File: src/rtl/ray_frame_scheduler.sv
// Per-frame ray column sequencer: snapshots the camera on frame start, issues columns
// 0..SCREEN_WIDTH-1 under valid/ready, then waits for frame_done. Optional macro: RAY_SCHED_TIMEOUT_EN.
module ray_frame_scheduler #(
    parameter int SCREEN_WIDTH   = 320,
    parameter int HCOUNT_W       = 9,
    parameter int CAM_W          = 16,
    parameter int TIMEOUT_CYCLES = 1000000
) (
    input  logic                pixel_clk_in,
    input  logic                rst_n_in,
    input  logic                frame_start_in,
    input  logic                cam_valid_in,
    input  logic [CAM_W-1:0]    posX_in,
    input  logic [CAM_W-1:0]    posY_in,
    input  logic [CAM_W-1:0]    dirX_in,
    input  logic [CAM_W-1:0]    dirY_in,
    input  logic [CAM_W-1:0]    planeX_in,
    input  logic [CAM_W-1:0]    planeY_in,
    input  logic                ray_ready_in,
    input  logic                frame_done_in,
    output logic                ray_valid_out,
    output logic [HCOUNT_W-1:0] hcount_out,
    output logic [CAM_W-1:0]    posX_out,
    output logic [CAM_W-1:0]    posY_out,
    output logic [CAM_W-1:0]    dirX_out,
    output logic [CAM_W-1:0]    dirY_out,
    output logic [CAM_W-1:0]    planeX_out,
    output logic [CAM_W-1:0]    planeY_out,
    output logic                ray_last_out,
    output logic                busy_out,
    output logic [7:0]          overrun_count_out,
    output logic                timeout_out
);

    typedef enum logic [1:0] {IDLE, ISSUE, DRAIN} state_t;

    localparam logic [HCOUNT_W-1:0] LAST_COL = HCOUNT_W'(SCREEN_WIDTH - 1);

    if ((2 ** HCOUNT_W) < SCREEN_WIDTH || TIMEOUT_CYCLES < 1) begin : g_param_check
        $error("ray_frame_scheduler: bad HCOUNT_W/SCREEN_WIDTH/TIMEOUT_CYCLES");
    end

    state_t              r_state, w_next;
    logic [HCOUNT_W-1:0] r_hcount;
    logic [CAM_W-1:0]    r_posX, r_posY, r_dirX, r_dirY, r_planeX, r_planeY;
    logic [7:0]          r_overrun;
    logic                w_xfer, w_last, w_accept, w_overrun, w_to_expire;

    assign w_last    = (r_state == ISSUE) && (r_hcount == LAST_COL);
    assign w_xfer    = (r_state == ISSUE) && ray_ready_in;
    assign w_overrun = frame_start_in && !w_accept;

    always_comb begin
        w_next   = r_state;
        w_accept = 1'b0;
        case (r_state)
            IDLE: begin
                if (frame_start_in && cam_valid_in) begin
                    w_accept = 1'b1;
                    w_next   = ISSUE;
                end
            end
            ISSUE: begin
                if (w_xfer && w_last) w_next = DRAIN;
            end
            DRAIN: begin
                // A same-cycle done+start chains straight into the next frame.
                if (frame_done_in) begin
                    if (frame_start_in && cam_valid_in) begin
                        w_accept = 1'b1;
                        w_next   = ISSUE;
                    end else begin
                        w_next = IDLE;
                    end
                end else if (w_to_expire) begin
                    w_next = IDLE;
                end
            end
            default: w_next = IDLE;
        endcase
    end

    always_ff @(posedge pixel_clk_in or negedge rst_n_in) begin
        if (!rst_n_in) begin
            r_state   <= IDLE;
            r_hcount  <= '0;
            r_posX    <= '0;
            r_posY    <= '0;
            r_dirX    <= '0;
            r_dirY    <= '0;
            r_planeX  <= '0;
            r_planeY  <= '0;
            r_overrun <= '0;
        end else begin
            r_state <= w_next;
            if (w_accept) begin
                r_hcount <= '0;
                r_posX   <= posX_in;
                r_posY   <= posY_in;
                r_dirX   <= dirX_in;
                r_dirY   <= dirY_in;
                r_planeX <= planeX_in;
                r_planeY <= planeY_in;
            end else if (w_xfer && !w_last) begin
                r_hcount <= r_hcount + 1'b1;
            end
            if (w_overrun && r_overrun != 8'hFF) r_overrun <= r_overrun + 1'b1;
        end
    end

`ifdef RAY_SCHED_TIMEOUT_EN
    localparam int TO_W = $clog2(TIMEOUT_CYCLES + 1);
    logic [TO_W-1:0] r_to_cnt;
    logic            r_timeout;

    assign w_to_expire = (r_state == DRAIN) && !frame_done_in
                         && (r_to_cnt == TO_W'(TIMEOUT_CYCLES - 1));

    always_ff @(posedge pixel_clk_in or negedge rst_n_in) begin
        if (!rst_n_in) begin
            r_to_cnt  <= '0;
            r_timeout <= 1'b0;
        end else begin
            if (r_state != DRAIN) r_to_cnt <= '0;
            else                  r_to_cnt <= r_to_cnt + 1'b1;
            if (w_to_expire) r_timeout <= 1'b1;
        end
    end

    assign timeout_out = r_timeout;
`else
    assign w_to_expire = 1'b0;
    assign timeout_out = 1'b0;
`endif

    assign ray_valid_out     = (r_state == ISSUE);
    assign ray_last_out      = w_last;
    assign busy_out          = (r_state != IDLE);
    assign hcount_out        = r_hcount;
    assign posX_out          = r_posX;
    assign posY_out          = r_posY;
    assign dirX_out          = r_dirX;
    assign dirY_out          = r_dirY;
    assign planeX_out        = r_planeX;
    assign planeY_out        = r_planeY;
    assign overrun_count_out = r_overrun;

endmodule

File: config.mk
export PLATFORM = sky130hd
export DESIGN_NAME = ray_frame_scheduler
export DESIGN_NICKNAME = d
export VERILOG_FILES = /design/src/rtl/ray_frame_scheduler.sv
export SDC_FILE = /design/constraint.sdc
export NUM_CORES = 1
export LEC_CHECK = 0
export BUFFER_PORTS_ARGS = -buffer_cell sky130_fd_sc_hd__buf_2
export CAP_MARGIN = 20
export CORE_MARGIN = 3
export CORE_UTILIZATION = 40
export CTS_CLUSTER_DIAMETER = 80
export DETAILED_ROUTE_END_ITERATION = 10
export GPL_ROUTABILITY_DRIVEN = 0
export HOLD_SLACK_MARGIN = 0.06
export PLACE_DENSITY = 0.7
export REMOVE_ABC_BUFFERS = 1
export SLEW_MARGIN = 20
export SYNTH_ARGS = -nofsm -noshare
export SYNTH_HDL_FRONTEND = slang
export SYNTH_SLANG_ARGS = --single-unit
File: constraint.sdc
create_clock -name pixel_clk_in -period 2.3 [get_ports pixel_clk_in]
set_input_delay 0.345 -clock pixel_clk_in [delete_from_list [all_inputs] [get_ports pixel_clk_in]]
set_output_delay 0.345 -clock pixel_clk_in [all_outputs]
set_load 0.02 [all_outputs]
# Word-level counts from Yosys, hierarchy flattened
# Cells that the tools add are included.
# totals
mem_bits_rw	0
output_inout_bits	117
n_memories	0
regBits	115
mem_bits_ro	0
latchBits	0
word_cells	41
# op_classes
bitwise_logic	0
multipliers	0
n_lt_le_gt_ge	0
eq_ne	7
n_shift	0
n_div	0
reduce_logical	13
add_sub_neg	2
muxes	10
# ops
operator	n
$mux 9	2
$add 9x1->9 const B	1
$eq 9x9->1 const B	1
$add 8x1->8 const B	1
$ne 8x8->1 const B	1
$logic_and 1x1->1	7
$mux 2	3
$pmux 2 s3	1
$ne 2x2->1 const B	2
$reduce_bool 2->1	2
$mux 1	3
$reduce_and 3->1	1
$eq 2x1->1 const B	1
$eq 2x2->1 const B	1
$logic_not 1->1	2
$logic_not 2->1	1
$ne 2x1->1 const B	1
$pmux 1 s2	1

# Logic depth before layout (Yosys ltp)
# depth
ltp_word	7
mapped_depth	6

# Least setup slack after synthesis
# OpenSTA, ideal clock, no wires.
# synth_timing
path_kind	register to output
startpoint	register r_hcount[0] (netlist: hcount_out[0])
endpoint	output ray_last_out
path_slack_ns	0.515
stages_incl_launch_ff	5
arrival_ns	1.440
path_buffers	0
path_cell_list	dfrtp_1 > ha_1 > nand4b_1 > nor3_1 > and2_1
# synth_between
elab_chain_len	2
# synth_lines
item	line	source
start: declaration	44	logic [HCOUNT_W-1:0] r_hcount;
start signal: assignment	105	r_hcount <= r_hcount + 1'b1;
$eq 9x9->1	49	assign w_last = (r_state == ISSUE) && (r_hcount == LAST_COL);
$logic_and 1x1->1	49	
end: declaration	29	output logic ray_last_out,
# No other way between the ends.

# Final worst setup path
# Same ends and word-level chain as after synthesis.

==> run_results.csv <==
group,metric,value,unit
outcome,outcome,"finished clean",
final_layout,area_growth,40.2,%
cts,path_clk_slew,0.05,ns
timing,hold-worst-slack,0.134,ns
yosys,synth.avg_cell_area,9.06,um2
setup_path,reg2reg_to,"planeY_out[3]",
detailed_routing,drtAntennaViolNets,0,
cts,cts_htree_levels,4,
floorplan,dieArea,12900,um2
setup_path,cp_max_fo,6,
pwr,vdd_drop_max,642,uV
hold_path,whs_path_depth,3,
yosys,synthFlopType,"dfrtp_1",
final_layout,final_common_cell,"nand2_1",
hold_path,hp-class,"in -> reg",
timing,maxSlewViolCount,0,
detailed_routing,vias,4229,
detailed_routing,avgRoutedWirePerCell,13.5,um
setup_path,critical_path_class,"reg -> out",
cts,clock_path_buffers,2,
floorplan,core,11100,um2
grt,grt_pass1_wl,19.5,mm
placement,placed_cells,851,
cts,cts_tree,"yes",
yosys,yosysSeqAreaShare,0.621,
detailed_routing,drt-vias-per-instance,4.79,
pwr,p_leak,0.00371,uW
detailed_routing,drt-total-wl,11.9,mm
pwr,power.density,1210,nW/um2
placement,dp_hpwl,8.52,mm
final_layout,layout_common_cells,"nand2_1 (298), buf_2 (216), dfrtp_1 (115)",
grt,grtUsageTotal,0.186,
yosys,synth_warnings,0,
floorplan,rows,38,
setup_path,cp.arrival,1.84,ns
cts,cts_sinks,115,
floorplan,ios,219,
yosys,synth-edff-count,0,
cts,clkLatencyLatePin,0.40,ns
detailed_routing,drtIter0Drc,272,
setup_path,reg2reg_depth,5,
timing,tightest_slew,0.675,ns
setup_path,timing.rr.start,"r_state[0]",
setup_path,reg2reg_setup_slack,0.40,ns
grt,grt_max_degree,101,
final_layout,final_cells,882,
timing,setup_viol,0,
floorplan,fp.dieH,114,um
timing,tns,0,ns
flow_run,max_cap_violations,0,
cts,cts_setup_buffers,0,
detailed_routing,drc,0,
final_layout,final_core_util,0.586,
yosys,synthArstFlopShare,1.00,
hold_path,hold_end,"dirY_out[2]",
final_layout,n_antenna_cell,0,
placement,portBuffers,217,
timing,period_minus_slack,2.19,ns
grt,grt_pass1_vias,4041,
timing,post-route-period-util,0.950,
timing,finalHoldViolCount,0,
setup_path,worstSetupEndpointType,"output pin",
final_layout,drive_gt1_frac,0.357,
yosys,syn_area,4630,um2
yosys,ys_seq_elements,115,
grt,globalRouteOverflowTotal,0,
setup_path,cp-start-kind,"flop",
hold_path,hp-start,"dirY_in[2]",
timing,rsz0062_at_grt,"false",
timing,relSlewSlack,0.550,
yosys,synth_cells,511,
final_layout,nNetsFinal,835,
timing,fmax,458,MHz
setup_path,required,1.96,ns
floorplan,die_w,114,um
cts,cts_root_buf,"clkbuf_16",
grt,antenna_found_initial,0,
cts,cts_buffers,17,
yosys,synth_cell_types,41,
timing,final.setup_skew,0.00581,ns
floorplan,start_util,0.418,
detailed_routing,dr.pass1.iters,5,
-- final cells by class --
type / count / area (um2)
clock buffer: 20 / 457
clock inverter: 10 / 158
fill: 969 / 4590
inverter: 4 / 15.0
multi-input combinational: 369 / 1640
sequential: 115 / 2880
tap: 140 / 175
timing repair buffer: 224 / 1170
-- power by group --
part	switching [uW]	internal [uW]
logic	1440	748
registers	383	2590
clock network	874	1850
total	2690	5190
-- worst max path at each step --
stage / start / to / slack, ns
finish: hcount_out[0] / ray_last_out / 0.11
global route: hcount_out[0] / ray_last_out / 0.005
CTS: hcount_out[0] / ray_last_out / 0.07
detailed placement: r_state[0] / planeY_out[6] / 0.38
global placement: hcount_out[0] / ray_last_out / 0.42
floorplan: r_state[0] / hcount_out[3] / -0.94
-- cells by family after synthesis --
kind of cell | Yosys count | synth area share
buffers and inverters | 27 | 0.0295
DFF | 115 | 0.621
other | 1 | 0.000810
muxes | 4 | 0.00919
xor gates and xnor gates | 4 | 0.00757
adders and majority gates | 2 | 0.00540
AOI/OAI and AO/OA | 20 | 0.0276
and+or+nand+nor | 338 | 0.299
-- per-stage QoR --
step / instance area [um2] / total power (uW) / setup WS [ns]
6_report: 6490 / 7880 / 0.115
5_1_grt: 6490 / 8330 / 0.00507
4_1_cts: 6490 / 7980 / 0.0661
3_5_place_dp: 5860 / 5200 / 0.384
3_3_place_gp: 5860 / 5140 / 0.421
2_1_floorplan: 4510 / 4250 / -0.937
-- metal layers --
metal	vias to the layer above	global-route usage	share of wire
met5	-	0	0
li1	2042	-	-
met3	19	0.0653	0.095
met1	1982	0.239	0.42
met4	0	0.0777	0.017
met2	186	0.288	0.47
-- synthesized netlist by cell type, types with 2 or more instances --
library cell,instances,area share
a21oi_1,3,0.0032
a31oi_1,4,0.0054
buf_2,19,0.021
clkbuf_1,2,0.0016
dfrtp_1,115,0.62
ha_1,2,0.0054
inv_1,4,0.0032
mux2_2,2,0.0049
mux2i_1,2,0.0043
nand2_1,298,0.24
nand2b_1,2,0.0027
nand3_1,10,0.011
nand4_1,3,0.0041
nor2_1,5,0.0041
nor2b_1,2,0.0027
nor2b_2,2,0.0038
nor3_1,4,0.0043
o21ai_0,6,0.0065
or2_2,2,0.0027
xnor2_1,2,0.0038
xor2_1,2,0.0038
-- what timing repair did --
| item | CTS | global route |
|---|---|---|
| hold buffers | 1 | 0 |
| pin swaps | 0 | 1 |
| gates resized for setup | 1 | 0 |
| endpoints found under the setup margin | 1 | 1 |
| endpoints found under the hold margin | 47 | 0 |
-- state kept, by name, summed over array words and instances (netlist names) --
| signal | cells |
|---|---|
| dirX_out | 16 |
| planeY_out | 16 |
| overrun_count_out | 8 |
| r_state | 2 |
| planeX_out | 16 |
| posX_out | 16 |
| posY_out | 16 |
| dirY_out | 16 |
| hcount_out | 9 |
-- worst max-delay path, cell delays in order, from the launching register on --
cell	delay, ns
dfrtp_1	0.42
ha_1	0.25
nand4b_1	0.19
nor3_2	0.26
and2_1	0.16
buf_2	0.16
No activity file was read; power rests on OpenSTA's default activity.
